### src/rtl/serial_link_pkg.sv
// Shared definitions for the shift-data/latch serial link (transmit drivers and receiver).
package serial_link_pkg;

  localparam int unsigned SL_WIDTH_DEF = 16;

  typedef enum logic [1:0] {
    S_IDLE  = 2'd0,
    S_SHIFT = 2'd1,
    S_FULL  = 2'd2,
    S_ERR   = 2'd3
  } sl_state_e;

endpackage

### src/rtl/sig_edge_det.sv
// One-bit history register with a combinational rising-edge pulse.
module sig_edge_det (
  input  logic clk,
  input  logic rst,
  input  logic d_i,
  output logic rise_c
);

  logic d_q;

  always_ff @(posedge clk) begin
    if (rst) begin
      d_q <= 1'b0;
    end else begin
      d_q <= d_i;
    end
  end

  assign rise_c = d_i & ~d_q;

endmodule

### src/rtl/serial_latch_rx.sv
// Serial shift/latch link receiver: deserializes WIDTH-bit frames onto a valid/accept handshake.
// Define SERIAL_LATCH_RX_SYNC_EN to add 2-flop synchronizers on i_sclk, i_sdata and i_latch.
module serial_latch_rx
  import serial_link_pkg::*;
#(
  parameter int unsigned WIDTH     = SL_WIDTH_DEF,
  parameter bit          MSB_FIRST = 1'b1
) (
  input  logic             clk,
  input  logic             rst,
  input  logic             i_sclk,
  input  logic             i_sdata,
  input  logic             i_latch,
  output logic [WIDTH-1:0] o_data,
  output logic             o_valid,
  input  logic             i_accept,
  output logic             o_frame_err,
  output logic             o_overrun
);

  localparam int unsigned CNT_W = $clog2(WIDTH + 1);

  logic sclk_s, sdata_s, latch_s;
  logic sclk_rise_c, latch_rise_c;

`ifdef SERIAL_LATCH_RX_SYNC_EN
  // sdata shares the sclk pipeline depth so data/clock alignment is preserved
  logic [2:0] sync1_q, sync2_q;

  always_ff @(posedge clk) begin
    if (rst) begin
      sync1_q <= '0;
      sync2_q <= '0;
    end else begin
      sync1_q <= {i_latch, i_sdata, i_sclk};
      sync2_q <= sync1_q;
    end
  end

  assign {latch_s, sdata_s, sclk_s} = sync2_q;
`else
  assign {latch_s, sdata_s, sclk_s} = {i_latch, i_sdata, i_sclk};
`endif

  sig_edge_det u_sclk_edge (
    .clk    (clk),
    .rst    (rst),
    .d_i    (sclk_s),
    .rise_c (sclk_rise_c)
  );

  sig_edge_det u_latch_edge (
    .clk    (clk),
    .rst    (rst),
    .d_i    (latch_s),
    .rise_c (latch_rise_c)
  );

  sl_state_e        state_q, state_d;
  logic [CNT_W-1:0] cnt_q, cnt_d;
  logic [WIDTH-1:0] shreg_q, shreg_d;
  logic [WIDTH-1:0] data_q, data_d;
  logic             valid_q, valid_d;
  logic             ferr_q, ferr_d;
  logic             ovr_q, ovr_d;

  // Next-state: latch has priority over a coincident sclk edge
  always_comb begin
    state_d = state_q;
    cnt_d   = cnt_q;
    shreg_d = shreg_q;
    data_d  = data_q;
    valid_d = valid_q;
    ferr_d  = 1'b0;
    ovr_d   = ovr_q;

    if (valid_q && i_accept) begin
      valid_d = 1'b0;
    end

    if (latch_rise_c) begin
      state_d = S_IDLE;
      cnt_d   = '0;
      if (state_q == S_FULL) begin
        if (!valid_q || i_accept) begin
          data_d  = shreg_q;
          valid_d = 1'b1;
        end else begin
          ovr_d = 1'b1;
        end
      end else begin
        ferr_d = 1'b1;
      end
    end else if (sclk_rise_c) begin
      case (state_q)
        S_IDLE, S_SHIFT: begin
          if (MSB_FIRST) begin
            shreg_d = {shreg_q[WIDTH-2:0], sdata_s};
          end else begin
            shreg_d = {sdata_s, shreg_q[WIDTH-1:1]};
          end
          cnt_d   = cnt_q + CNT_W'(1);
          state_d = (cnt_q == CNT_W'(WIDTH - 1)) ? S_FULL : S_SHIFT;
        end
        S_FULL:  state_d = S_ERR;
        default: ;
      endcase
    end
  end

  always_ff @(posedge clk) begin
    if (rst) begin
      state_q <= S_IDLE;
      cnt_q   <= '0;
      shreg_q <= '0;
      data_q  <= '0;
      valid_q <= 1'b0;
      ferr_q  <= 1'b0;
      ovr_q   <= 1'b0;
    end else begin
      state_q <= state_d;
      cnt_q   <= cnt_d;
      shreg_q <= shreg_d;
      data_q  <= data_d;
      valid_q <= valid_d;
      ferr_q  <= ferr_d;
      ovr_q   <= ovr_d;
    end
  end

  assign o_data      = data_q;
  assign o_valid     = valid_q;
  assign o_frame_err = ferr_q;
  assign o_overrun   = ovr_q;

endmodule

### config.mk
export PLATFORM = sky130hd
export DESIGN_NAME = serial_latch_rx
export DESIGN_NICKNAME = d
export VERILOG_FILES = /design/src/rtl/serial_link_pkg.sv /design/src/rtl/sig_edge_det.sv /design/src/rtl/serial_latch_rx.sv
export SDC_FILE = /design/constraint.sdc
export NUM_CORES = 1
export LEC_CHECK = 0
export CAP_MARGIN = 20
export CORE_MARGIN = 2
export CORE_UTILIZATION = 47
export CTS_CLUSTER_DIAMETER = 150
export CTS_CLUSTER_SIZE = 20
export DETAILED_ROUTE_END_ITERATION = 16
export GPL_TIMING_DRIVEN = 0
export PLACE_DENSITY = 0.85
export REMOVE_ABC_BUFFERS = 1
export SKIP_CTS_REPAIR_TIMING = 1
export SLEW_MARGIN = 15
export SYNTH_ARGS = -nofsm -noshare
export SYNTH_HDL_FRONTEND = slang
export SYNTH_SLANG_ARGS = --single-unit
### constraint.sdc
create_clock -name clk -period 1.4 [get_ports clk]
set_input_delay 0.42 -clock clk [delete_from_list [all_inputs] [get_ports clk]]
set_output_delay 0.42 -clock clk [all_outputs]
set_load 0.03 [all_outputs]
==> out/metrics.sh <==
PWR-SHARE-COMB_PCT=6.2
REGISTER_AREA_SQ_UM=881
SETUP.WORST_PATH.CLASS='flip-flop to flip-flop'
FIN_WORST_HOLD_SLACK_PS=424
DETAILED_PLACE_HPWL_UM=1900
FINAL-MAX-SLEW-VIOLATION-COUNT=0
GRT_START_MAX_NET_PINS=40
DP_WORST_SETUP_SLACK_PS=-1040
ENDPOINT_KIND='flip-flop'
CTS.CLK_SLEW.WORST_PATHS_PS=80
PEAKVDDDROP_mV=0.569
TIMING.CRITICAL_PATH.CELLS='or3b_1 -> or3_1 -> a21oi_1'
YOSYS-TOP-CELLS-COUNT='44 x dfxtp_1, 34 x nand2b_1, 32 x mux2i_1'
P_LEAK_nW=1.23
FINAL_ANTENNA_NET_COUNT=0
PERIOD_NEEDED_PS=1350
CTSHTREEMAXLEVEL=2
SYNTHESIZED_FLOP_AND_LATCH_TOTAL=44
DRV.MAX_CAP_VIOLATION_COUNT=0
CRITICAL_PATH_DEPTH=3
POST-SYNTH-TOP-AREA-FRACTION_PCT=51.0
DR.FIRST_ITER.DRC_COUNT=60
MIN_PERIOD_OVER_PERIOD_PCT=96.3
CRITICAL_PATH.TOP_DELAY_FAMILY='simple AND/OR/NAND/NOR gates'
NUMBER_OF_HOLD_SLACK_VIOLATIONS_IN_THE_FINAL_TIMING_REPORT=0
SYNTH-ASYNC-RESET-RATIO_PCT=0
GRT_FIRST_PASS_WIRELENGTH_UM=4690
LAYOUT_NETS=195
CP_SLOWEST_STAGE_DELAY_PS=400
CLOCKROOTBUFFER='clkbuf_8'
TIMING_STARTPOINT_OF_THE_CRITICAL_PATH='state_q[1]'
PWR-SHARE-CLK_PCT=34.1
POST-SYNTH-TOP-AREA-CELL='dfxtp_1'
WORSTPATHMAXFANOUT=6
CRITICAL_PATH.ENDPOINT='cnt_q[3]'
CLOCK_LATENCY_OF_THE_LATER_CLOCKED_REGISTER_IN_THE_WORST_SKEW_PAIR_PS=290
GLOBAL_ROUTE.OVERFLOW_TOTAL=0
DRCVIOLATIONCOUNT=0
POWER_FRAC_SEQ_PCT=59.7
SLEW_HEADROOM_PCT=61.8
REPORT.FINAL.SETUP_VIOL=0
DETAIL_ROUTE.WL_PER_CELL_UM=12.6
WORST_EP_ARRIVAL_TIME_PS=1570
START_UTIL_PCT=47.9
DRT-PASS1-ITER-COUNT=4
WORST_HOLD_PATH_TYPE='input pin to flip-flop'
SYNTH_ENABLE_FLOP_CELLS=0
DIE-WIDTH_UM=64.6
SYNTH_SEQ_AREA_SHARE_PCT=51.0
CRITICAL_PATH.N_BUFFERS_INVERTERS=0
CELLINTERNALPOWER_W=0.00168
POSTSYNTH.TOPFLOPCELL='dfxtp_1'
RUN_STATUS='complete, no violations'
NUMPORTBUFFERS=24
PLACEMENTROWS=22
POWER_SWITCHING_SHARE_PCT=21.4
FP.DIEAREA_SQ_UM=4180
SWITCHING_POWER_W=0.000455
YS_WARN_COUNT=0
CTS-ROOT-TO-SINK-BUFFERS=2
TIMING.CLOCK.SKEW_PS=5.78
FMAX_GHz=0.742
GR-USAGE-ALL-LAYERS_PCT=15.1
FINALWEIGHTEDCONGESTION=0.777
SYN-MEAN-INSTANCE-AREA_SQ_UM=11.1
SYNTHMOSTINSTANTIATEDCELL='dfxtp_1'
FINALWORSTSETUPSLACK_PS=51.9
DRIVE_ABOVE_1_SHARE_PCT=10.7
DR_TOTAL_VIAS=1153
CTS.SINK_COUNT=44
CRIT-REG2REG-CAPTURE='cnt_q[3]'
FILLERINSTANCES=308
DIODES=0
REGISTER_TO_REGISTER_SETUP_SLACK_PS=50
SYNTH_AREA_SQ_UM=1730
CORE-AREA_SQ_UM=3610
MULTI_INPUT_AREA_SQ_UM=785
CELL_AREA_POWER_DENSITY_nW_PER_UM2=974
SYN_INST=156
DIEHEIGHT_UM=64.6
CTS_INSERTED_BUFFERS=5
NETLIST_TOP_CELLS_AREA='dfxtp_1 51%, mux2i_1 19%, nand2b_1 12%'
REG2REG_DEPTH=3
SYNTHTOLAYOUTAREAGROWTH_PCT=26.6
ANTENNA_FOUND_INITIAL=0
CP_SLOWEST_CELL='or3b_1'
FIRST_GLOBAL_VIAS=1090
TIGHTESTPINTRANSITION_PS=574
AVGVIACOUNTPERCELL=4.91
ROUTED_WIRELENGTH_UM=2960
CP-START-KIND='flip-flop'
HOLD_PATH_DEPTH=2
REGTOREGSTARTPOINT='state_q[1]'
TRITONCTS_CLOCK_TREE='done'
NUM_IO_PINS=25
WORST_EP_REQUIRED_TIME_PS=1620
SYNTH.DISTINCT_CELLS=26
[metal layers]
metal / global-route usage (%) / part of all wire [%]
met4: 7.71 / 0.47
met2: 27.5 / 52
met1: 14.2 / 43
met3: 6.60 / 4.6
met5: 0 / 0
[worst min path at each step]
| stage | from | endpoint | slack, ps |
|---|---|---|---|
| 2_1_floorplan | cnt_q[3] | cnt_q[3] | 450 |
| 3_3_place_gp | o_overrun | o_overrun | 450 |
| 4_1_cts | o_data[2] | o_data[2] | 480 |
| 6_report | i_latch | u_latch_edge.d_q | 420 |
| 3_5_place_dp | o_data[2] | o_data[2] | 470 |
| 5_1_grt | i_latch | u_latch_edge.d_q | 440 |
[worst reg2reg max path: stages (launching register included)]
cell and delay, ps:
dfxtp_1 380, or3b_1 400, or3_1 360, a21oi_1 140
[sequential cells by signal, summed over array words and instances, names as in the netlist]
signal / cells
cnt_q: 5
o_overrun: 1
state_q: 2
u_latch_edge.d_q: 1
o_valid: 1
o_frame_err: 1
u_sclk_edge.d_q: 1
o_data: 16
shreg_q: 16
[cell families after synthesis]
group                      share of synthesized area [%]
and+or+nand+nor                                     20.6
DFF                                                 51.0
muxes                                               18.5
buffers and inverters                               4.20
AOI/OAI and AO/OA                                   3.26
xor gates and xnor gates                            1.01
adders and majority gates                           1.45
[layout make-up]
| type | count | share of cell area (%) |
|---|---|---|
| Sequential cell | 44 | 40.3 |
| Multi-Input combinational cell | 101 | 35.8 |
| Timing Repair Buffer | 31 | 16.9 |
| Clock buffer | 6 | 3.32 |
| Tap cell | 48 | 2.74 |
| Inverter | 4 | 0.686 |
| Clock inverter | 1 | 0.229 |
[power groups by stage]
stage / Sequential, W / Clock (W) / Combinational (W)
2_1_floorplan: 0.00130 / 0 / 0.0000688
3_3_place_gp: 0.00130 / 0 / 0.000110
3_5_place_dp: 0.00130 / 0 / 0.000113
4_1_cts: 0.00127 / 0.000758 / 0.000114
5_1_grt: 0.00127 / 0.000821 / 0.000143
6_report: 0.00127 / 0.000726 / 0.000133
[metrics by stage]
step / total power (W) / std cells / instance area [sq um] / utilization (%) / TNS, ps
finish: 0.00213 / 235 / 2190 / 60.7 / 0
floorplan: 0.00137 / 149 / 1670 / - / -6370
detailed placement: 0.00141 / 221 / 1970 / 54.6 / -35580
global route: 0.00224 / 235 / 2190 / 60.7 / -2.98
global placement: 0.00141 / 221 / 1970 / 54.6 / -33070
CTS: 0.00214 / 228 / 2050 / 56.8 / -28120
[cells in the final DEF (no fill, tap or decap), types with 2 or more instances in the layout]
| cell type | instances |
|---|---|
| dfxtp_1 | 44 |
| nand2b_1 | 34 |
| mux2i_1 | 32 |
| dlymetal6s2s_1 | 20 |
| nor2_1 | 9 |
| clkbuf_8 | 5 |
| inv_1 | 4 |
| buf_4 | 4 |
| nor2b_1 | 3 |
| a21oi_1 | 3 |
| xnor2_1 | 2 |
| and4bb_2 | 2 |
| ha_1 | 2 |
| clkdlybuf4s50_1 | 2 |
| clkbuf_2 | 2 |
Note: power is estimated with default switching activity, not from simulation.
